[src/rtl/lcd_host_seq_pkg.sv]
// rtl/lcd_host_seq_pkg.sv - shared types and constants for the LCD host command sequencer
package lcd_host_pkg;

  localparam int IMG_N      = 64;
  localparam int ENTRY_LAST = 3;
  localparam int CMD_HI     = 2;

  typedef enum logic [2:0] {
    CMD_WRITE = 3'd0,
    CMD_UP    = 3'd1,
    CMD_DOWN  = 3'd2,
    CMD_LEFT  = 3'd3,
    CMD_RIGHT = 3'd4,
    CMD_AVG   = 3'd5,
    CMD_MIRX  = 3'd6,
    CMD_MIRY  = 3'd7
  } cmd_t;

  typedef enum logic [2:0] {
    S_IDLE,
    S_FETCH,
    S_LATCH,
    S_ISSUE,
    S_WAIT_ACK,
    S_WAIT_CPL,
    S_SUM,
    S_FIN
  } state_t;

  function automatic logic is_handshake(input state_t s);
    return (s == S_ISSUE) || (s == S_WAIT_ACK) || (s == S_WAIT_CPL);
  endfunction

endpackage

[src/rtl/lcd_host_seq_if.sv]
// rtl/lcd_host_seq_if.sv - command handshake and image write-back bus to the LCD controller
interface lcd_host_seq_if;
  logic [2:0] cmd;
  logic       cmd_valid;
  logic       busy;
  logic       done;
  logic       IRB_RW;
  logic [7:0] IRB_D;
  logic [5:0] IRB_A;

  modport master (output cmd, cmd_valid, input busy, done, IRB_RW, IRB_D, IRB_A);
  modport slave  (input cmd, cmd_valid, output busy, done, IRB_RW, IRB_D, IRB_A);
endinterface

[src/rtl/lcd_host_seq_capture.sv]
// rtl/lcd_host_seq_capture.sv - 64x8 image capture store, one write port, host and sweep read ports
module lcd_capture_mem
  import lcd_host_pkg::*;
#(
  localparam int AW = $clog2(IMG_N)
) (
  input  logic          clk,
  input  logic          reset,
  input  logic          we,
  input  logic [AW-1:0] wa,
  input  logic [7:0]    wd,
  input  logic [AW-1:0] rd_a,
  output logic [7:0]    rd_q,
  input  logic [AW-1:0] sw_a,
  output logic [7:0]    sw_q
);

  logic [7:0] mem [IMG_N];

  // Capture storage is deliberately left out of reset so write-back survives it.
  always_ff @(posedge clk) begin
    if (we) mem[wa] <= wd;
  end

  // Host read port; a same-cycle write shows up only on the following read.
  always_ff @(posedge clk) begin
    if (!reset) rd_q <= 8'd0;
    else        rd_q <= mem[rd_a];
  end

  assign sw_q = mem[sw_a];

endmodule

[src/rtl/lcd_host_seq.sv]
// rtl/lcd_host_seq.sv - command script sequencer and image checksum; watchdog under LCD_HOST_WDT_EN
module lcd_host_seq
  import lcd_host_pkg::*;
#(
  parameter int CROM_AW = 5
`ifdef LCD_HOST_WDT_EN
  , parameter int WDT_MAX = 1023
`endif
) (
  input  logic               clk,
  input  logic               reset,
  input  logic               start,
  output logic               CROM_EN,
  output logic [CROM_AW-1:0] CROM_A,
  input  logic [3:0]         CROM_Q,
  lcd_host_seq_if.master     ctl,
  input  logic [5:0]         rd_a,
  output logic [7:0]         rd_q,
  output logic [13:0]        checksum,
  output logic               finished,
  output logic               err
);

  state_t      state, state_nx;
  logic [3:0]  entry_q;
  logic [5:0]  sum_a;
  logic [7:0]  sweep_q;
  logic        cmd_valid;
  logic        wdt_exp;
  logic        is_write;
  logic        last_addr;

  assign is_write  = (entry_q[CMD_HI:0] == CMD_WRITE);
  assign last_addr = (CROM_A == {CROM_AW{1'b1}});

  // Next-state and strobe decode; the watchdog overrides any handshake wait.
  always_comb begin
    state_nx  = state;
    CROM_EN   = 1'b0;
    cmd_valid = 1'b0;
    case (state)
      S_IDLE:     if (start) state_nx = S_FETCH;
      S_FETCH: begin
        CROM_EN  = 1'b1;
        state_nx = S_LATCH;
      end
      S_LATCH:    state_nx = S_ISSUE;
      S_ISSUE: begin
        if (!ctl.busy) begin
          cmd_valid = 1'b1;
          state_nx  = S_WAIT_ACK;
        end
      end
      S_WAIT_ACK: if (ctl.busy) state_nx = S_WAIT_CPL;
      S_WAIT_CPL: begin
        if (is_write) begin
          if (ctl.done) state_nx = S_SUM;
        end else if (!ctl.busy) begin
          state_nx = (entry_q[ENTRY_LAST] || last_addr) ? S_FIN : S_FETCH;
        end
      end
      S_SUM:      if (sum_a == 6'(IMG_N - 1)) state_nx = S_FIN;
      S_FIN:      if (start) state_nx = S_FETCH;
      default:    state_nx = S_IDLE;
    endcase
    if (wdt_exp) begin
      state_nx  = S_FIN;
      cmd_valid = 1'b0;
    end
  end

  // State register, script pointer, latched entry and checksum sweep.
  always_ff @(posedge clk) begin
    if (!reset) begin
      state    <= S_IDLE;
      CROM_A   <= '0;
      entry_q  <= 4'd0;
      sum_a    <= 6'd0;
      checksum <= 14'd0;
    end else begin
      state <= state_nx;
      if ((state == S_IDLE || state == S_FIN) && start) begin
        CROM_A   <= '0;
        sum_a    <= 6'd0;
        checksum <= 14'd0;
      end
      if (state == S_LATCH) entry_q <= CROM_Q;
      if (state == S_WAIT_CPL && state_nx == S_FETCH) CROM_A <= CROM_A + 1'b1;
      if (state == S_SUM) begin
        checksum <= checksum + 14'(sweep_q);
        sum_a    <= sum_a + 1'b1;
      end
    end
  end

  assign ctl.cmd       = entry_q[CMD_HI:0];
  assign ctl.cmd_valid = cmd_valid;
  assign finished      = (state == S_FIN);

`ifdef LCD_HOST_WDT_EN
  logic [9:0] wdt_cnt;
  logic       err_q;

  assign wdt_exp = is_handshake(state) && (wdt_cnt == 10'(WDT_MAX));

  // Restart the count on every handshake-state entry, count while waiting in one.
  always_ff @(posedge clk) begin
    if (!reset)                                          wdt_cnt <= 10'd0;
    else if (is_handshake(state_nx) && state_nx != state) wdt_cnt <= 10'd0;
    else if (is_handshake(state))                         wdt_cnt <= wdt_cnt + 1'b1;
  end

  // Sticky expiry flag, cleared only by a restart from FIN.
  always_ff @(posedge clk) begin
    if (!reset)                       err_q <= 1'b0;
    else if (wdt_exp)                 err_q <= 1'b1;
    else if (state == S_FIN && start) err_q <= 1'b0;
  end

  assign err = err_q;
`else
  assign wdt_exp = 1'b0;
  assign err     = 1'b0;
`endif

  lcd_capture_mem u_mem (
    .clk   (clk),
    .reset (reset),
    .we    (~ctl.IRB_RW),
    .wa    (ctl.IRB_A),
    .wd    (ctl.IRB_D),
    .rd_a  (rd_a),
    .rd_q  (rd_q),
    .sw_a  (sum_a),
    .sw_q  (sweep_q)
  );

endmodule

[src/flat_wrapper.sv]
// flat-port wrapper written by rule: the top's interface ports become plain ports
module lcd_host_seq_flat import lcd_host_pkg::*;
#(
  parameter int CROM_AW = 5

)
  (clk, reset, start, CROM_EN, CROM_A, CROM_Q, rd_a, rd_q, checksum, finished, err, ctl_cmd, ctl_cmd_valid, ctl_busy, ctl_done, ctl_IRB_RW, ctl_IRB_D, ctl_IRB_A);
  lcd_host_seq_if ctl_i ();
  input  logic clk;
  input  logic reset;
  input  logic start;
  output logic CROM_EN;
  output logic [CROM_AW-1:0] CROM_A;
  input  logic [3:0] CROM_Q;
  input  logic [5:0] rd_a;
  output logic [7:0] rd_q;
  output logic [13:0] checksum;
  output logic finished;
  output logic err;
  output wire logic [$bits(ctl_i.cmd)-1:0] ctl_cmd;
  output wire logic [$bits(ctl_i.cmd_valid)-1:0] ctl_cmd_valid;
  input wire logic [$bits(ctl_i.busy)-1:0] ctl_busy;
  input wire logic [$bits(ctl_i.done)-1:0] ctl_done;
  input wire logic [$bits(ctl_i.IRB_RW)-1:0] ctl_IRB_RW;
  input wire logic [$bits(ctl_i.IRB_D)-1:0] ctl_IRB_D;
  input wire logic [$bits(ctl_i.IRB_A)-1:0] ctl_IRB_A;
  assign ctl_cmd = ctl_i.cmd;
  assign ctl_cmd_valid = ctl_i.cmd_valid;
  assign ctl_i.busy = ctl_busy;
  assign ctl_i.done = ctl_done;
  assign ctl_i.IRB_RW = ctl_IRB_RW;
  assign ctl_i.IRB_D = ctl_IRB_D;
  assign ctl_i.IRB_A = ctl_IRB_A;
  lcd_host_seq #(.CROM_AW(CROM_AW)) u_core (.clk(clk), .reset(reset), .start(start), .CROM_EN(CROM_EN), .CROM_A(CROM_A), .CROM_Q(CROM_Q), .ctl(ctl_i), .rd_a(rd_a), .rd_q(rd_q), .checksum(checksum), .finished(finished), .err(err));
endmodule
[config.mk]
export PLATFORM = sky130hd
export DESIGN_NAME = lcd_host_seq_flat
export DESIGN_NICKNAME = d
export VERILOG_FILES = /design/src/rtl/lcd_host_seq_pkg.sv /design/src/rtl/lcd_host_seq_if.sv /design/src/rtl/lcd_host_seq_capture.sv /design/src/rtl/lcd_host_seq.sv /design/src/flat_wrapper.sv
export SDC_FILE = /design/constraint.sdc
export NUM_CORES = 1
export LEC_CHECK = 0
export CAP_MARGIN = 20
export CORE_AREA = 2 2 225 227
export DETAILED_ROUTE_END_ITERATION = 10
export DIE_AREA = 0 0 227 229
export PLACE_DENSITY = 0.69
export SKIP_CTS_REPAIR_TIMING = 1
export SLEW_MARGIN = 10
export SYNTH_ARGS = -nofsm -noshare
export SYNTH_HDL_FRONTEND = slang
export SYNTH_SLANG_ARGS = --single-unit
[constraint.sdc]
create_clock -name clk -period 5.1 [get_ports clk]
set_input_delay 1.02 -clock clk [delete_from_list [all_inputs] [get_ports clk]]
set_output_delay 1.02 -clock clk [all_outputs]
set_load 0.02 [all_outputs]
==> qor.yml <==
routing:
  postRouteWirelength_um: 72000
  dr.pass1.iters: 6
  postRouteAntennaNets: 0
  detail_route.vias_per_cell: 6.89
  drtIter0Drc: 2418
  wl_per_cell_um: 31.2
  drc_errors: 0
  via_count: 15900
timing:
  max_freq_mhz: 223
  rsz0062_at_grt: "no"
  period_share: 0.879
  worst_pin_slew_ps: 1180
  min_period_ps: 4480
  hold_viol: 0
  timing.slew.headroom: 0.208
  finalClockSkew_ps: 22.8
  maxSlewViolCount: 0
  worst_slack_ps: 619
  setup_viol: 0
  setup_tns_ps: 0
floorplanning:
  initial_core_util: 0.525
  chipHeight_um: 229
  ios: 64
  core-area_um2: 49700
  die_area_um2: 52000
  die_w_um: 227
  num_rows: 82
place:
  dp_hpwl_um: 47800
  gp_congestion: 0.925
  portBuffers: 62
  dp_slack_ps: 662
  dp_cells: 2192
global_routing:
  grt.overflow.total: 0
  grt_usage: 0.282
  grt_pass1_vias: 15500
  top_usage_layer: "met2"
  grtUsageMet3: 0.0541
  antenna_found_initial: 2
  grtUsageMet1: 0.407
  grt_max_degree: 65
  grt_use_met2: 0.432
  grt_pass1_wl_um: 105000
setup_path:
  cpMaxStageDelayCell: "a2111oi_0"
  cp_cell_sequence: "buf_4, mux4_2, nor2b_1, a2111oi_0, a31oi_1, and3_1, ha_1, and3_1, a2111oi_0, o21ai_0, xor2_1, a22oi_1, nor2_1"
  end_kind: "register"
  crit_path_max_fanout: 18
  worstSetupStartpointType: "register"
  crit_arrival_ps: 4970
  crit_type: "register to register"
  critical_path.max_stage_delay_ps: 670
  critPathRequiredTime_ps: 5590
logic_synthesis:
  synth.distinct_cells: 59
  synthArstFlopShare: 0
  seq_area_frac_synth: 0.625
  synth_area_leaders: "edfxtp_1 (59%), mux4_2 (22%), dfxtp_1 (3.5%)"
  syn_avg_cell_area_um2: 17.4
  yosysTopAreaCellShare: 0.590
  ys.warnings.count: 0
  synth-seq-cells: 558
  ys.flop_type: "edfxtp_1"
  synth_fp_nets: 1543
  synth_area_um2: 26100
  synth_edf_count: 512
  synth_area_leader_cell: "edfxtp_1"
  synthCells: 1501
finish:
  final_cell_mix: "edfxtp_1 (512), mux4_2 (256), nor2_1 (145), buf_4 (60), clkbuf_16 (59)"
  fin_cells: 2307
  fin_nets: 1627
  nFillCells: 3665
  area_delta_synth_final_pct: 14.1
  drive_above_1_share: 0.278
  final_common_cell: "edfxtp_1"
pwr:
  leakage_nw: 9.22
  vdd.ir_drop.worst_v: 0.000273
  p_total_mw: 10.2
  p_per_area_nw_per_um2: 344
clock_network:
  htreeDepth: 2
  cts_buffers: 57
  cts.sinks: 558
  clkLatencyLatePin_ps: 620
  clk_pin_slew_ps: 60
  cts_buffer_depth: 3
  cts_root_buf: "clkbuf_16"
  cts_tree: "built"
status:
  status: "complete, no violations"
job:
  drv_cap: 0
hold_path:
  hold_path.class: "register to register"
-- through the flow --
step	utilization	area [um^2]	hold WS, ps
after floorplan	-	26100	461
after global placement	0.554	27500	485
after detailed placement	0.554	27500	493
after CTS	0.596	29600	505
after global routing	0.599	29700	530
final	0.599	29700	497
-- final cells by class --
cell class | count | area, um^2 | area share
diodes | 1 | 2.50 | 0.0000842
clock inverters | 30 | 489 | 0.0165
flip-flops and latches | 558 | 16300 | 0.549
clock buffers | 78 | 1610 | 0.0541
repair buffers | 132 | 1260 | 0.0423
well taps | 672 | 841 | 0.0283
multi-input cells | 830 | 9200 | 0.309
inverters | 6 | 22.5 | 0.000758
-- cells by family (layout without fill, tap and decap cells) --
logic type               after synthesis  count (layout)  synth area share
XOR/XNOR                               6               6           0.00202
AND/OR/NAND/NOR                      315             315            0.0565
buffers and inverters                113             246            0.0219
adder cells (fa/ha/maj)               12              12           0.00605
flip-flops                           558             558             0.625
AO/OA/AOI/OAI                        200             200            0.0510
other                                  1               2          0.000144
multiplexers                         296             296             0.237
-- path summary, 6_finish.rpt --
path                            depth (start not counted)                 end              start  slack [ps]
worst min register to register                          2   u_core.entry_q[3]  u_core.entry_q[3]         500
worst max-delay path                                   13  u_core.checksum[7]           register         620
worst max register to register                         13  u_core.checksum[7]           register         620
worst min-delay path                                    2   u_core.entry_q[3]  u_core.entry_q[3]         500
-- worst max-delay path, delay by kind of cell (launching register included) --
| kind | cells | cell delay, ps |
|---|---|---|
| AO/OA/AOI/OAI | 5 | 1660 |
| XOR/XNOR | 1 | 170 |
| adder cells (fa/ha/maj) | 1 | 350 |
| buffers and inverters | 1 | 420 |
| flip-flops | 1 | 500 |
| multiplexers | 1 | 560 |
| AND/OR/NAND/NOR | 4 | 680 |
-- state kept, by name, summed over array words and instances (netlist names), named ones only --
register / cells
u_core.checksum: 14
u_core.entry_q: 4
u_core.u_mem.mem: 512
u_core.sum_a: 6
u_core.u_mem.rd_q: 8
u_core.state: 3
u_core.CROM_A: 5
-- cell usage after synthesis (4+ instances only) --
| cell type | number |
|---|---|
| edfxtp_1 | 512 |
| mux4_2 | 256 |
| nor2_1 | 145 |
| dfxtp_1 | 46 |
| o21ai_0 | 46 |
| nand2_1 | 45 |
| a21oi_1 | 40 |
| clkbuf_1 | 40 |
| buf_2 | 32 |
| mux2i_1 | 29 |
| nor2b_1 | 27 |
| o22ai_1 | 25 |
| nand3_1 | 20 |
| nor3_1 | 19 |
| a22oi_1 | 16 |
| a211oi_1 | 15 |
| buf_1 | 15 |
| buf_4 | 14 |
| nand2b_1 | 14 |
| ha_1 | 11 |
| mux2_2 | 11 |
| or3_1 | 10 |
| nand3b_1 | 7 |
| o32ai_1 | 7 |
| inv_1 | 6 |
| o41ai_1 | 6 |
| a22o_1 | 5 |
| a31oi_1 | 5 |
| and3_1 | 5 |
| buf_6 | 5 |
| or2_2 | 5 |
| and2_1 | 4 |
| nor3b_1 | 4 |
| nor4_1 | 4 |
| o221ai_1 | 4 |
| o311ai_0 | 4 |
-- per-layer routing --
layer	part of all wire	up-vias
met4	0.038	0
met2	0.47	1068
met1	0.38	8228
met3	0.11	167
met5	0	-
li1	-	6423
-- where the power goes --
group	switching [mW]	total [mW]	internal, mW
logic	0.330	0.541	0.211
clock network	1.78	4.64	2.86
registers	0.0228	5.05	5.03
Note: power is estimated with default switching activity, not from simulation.
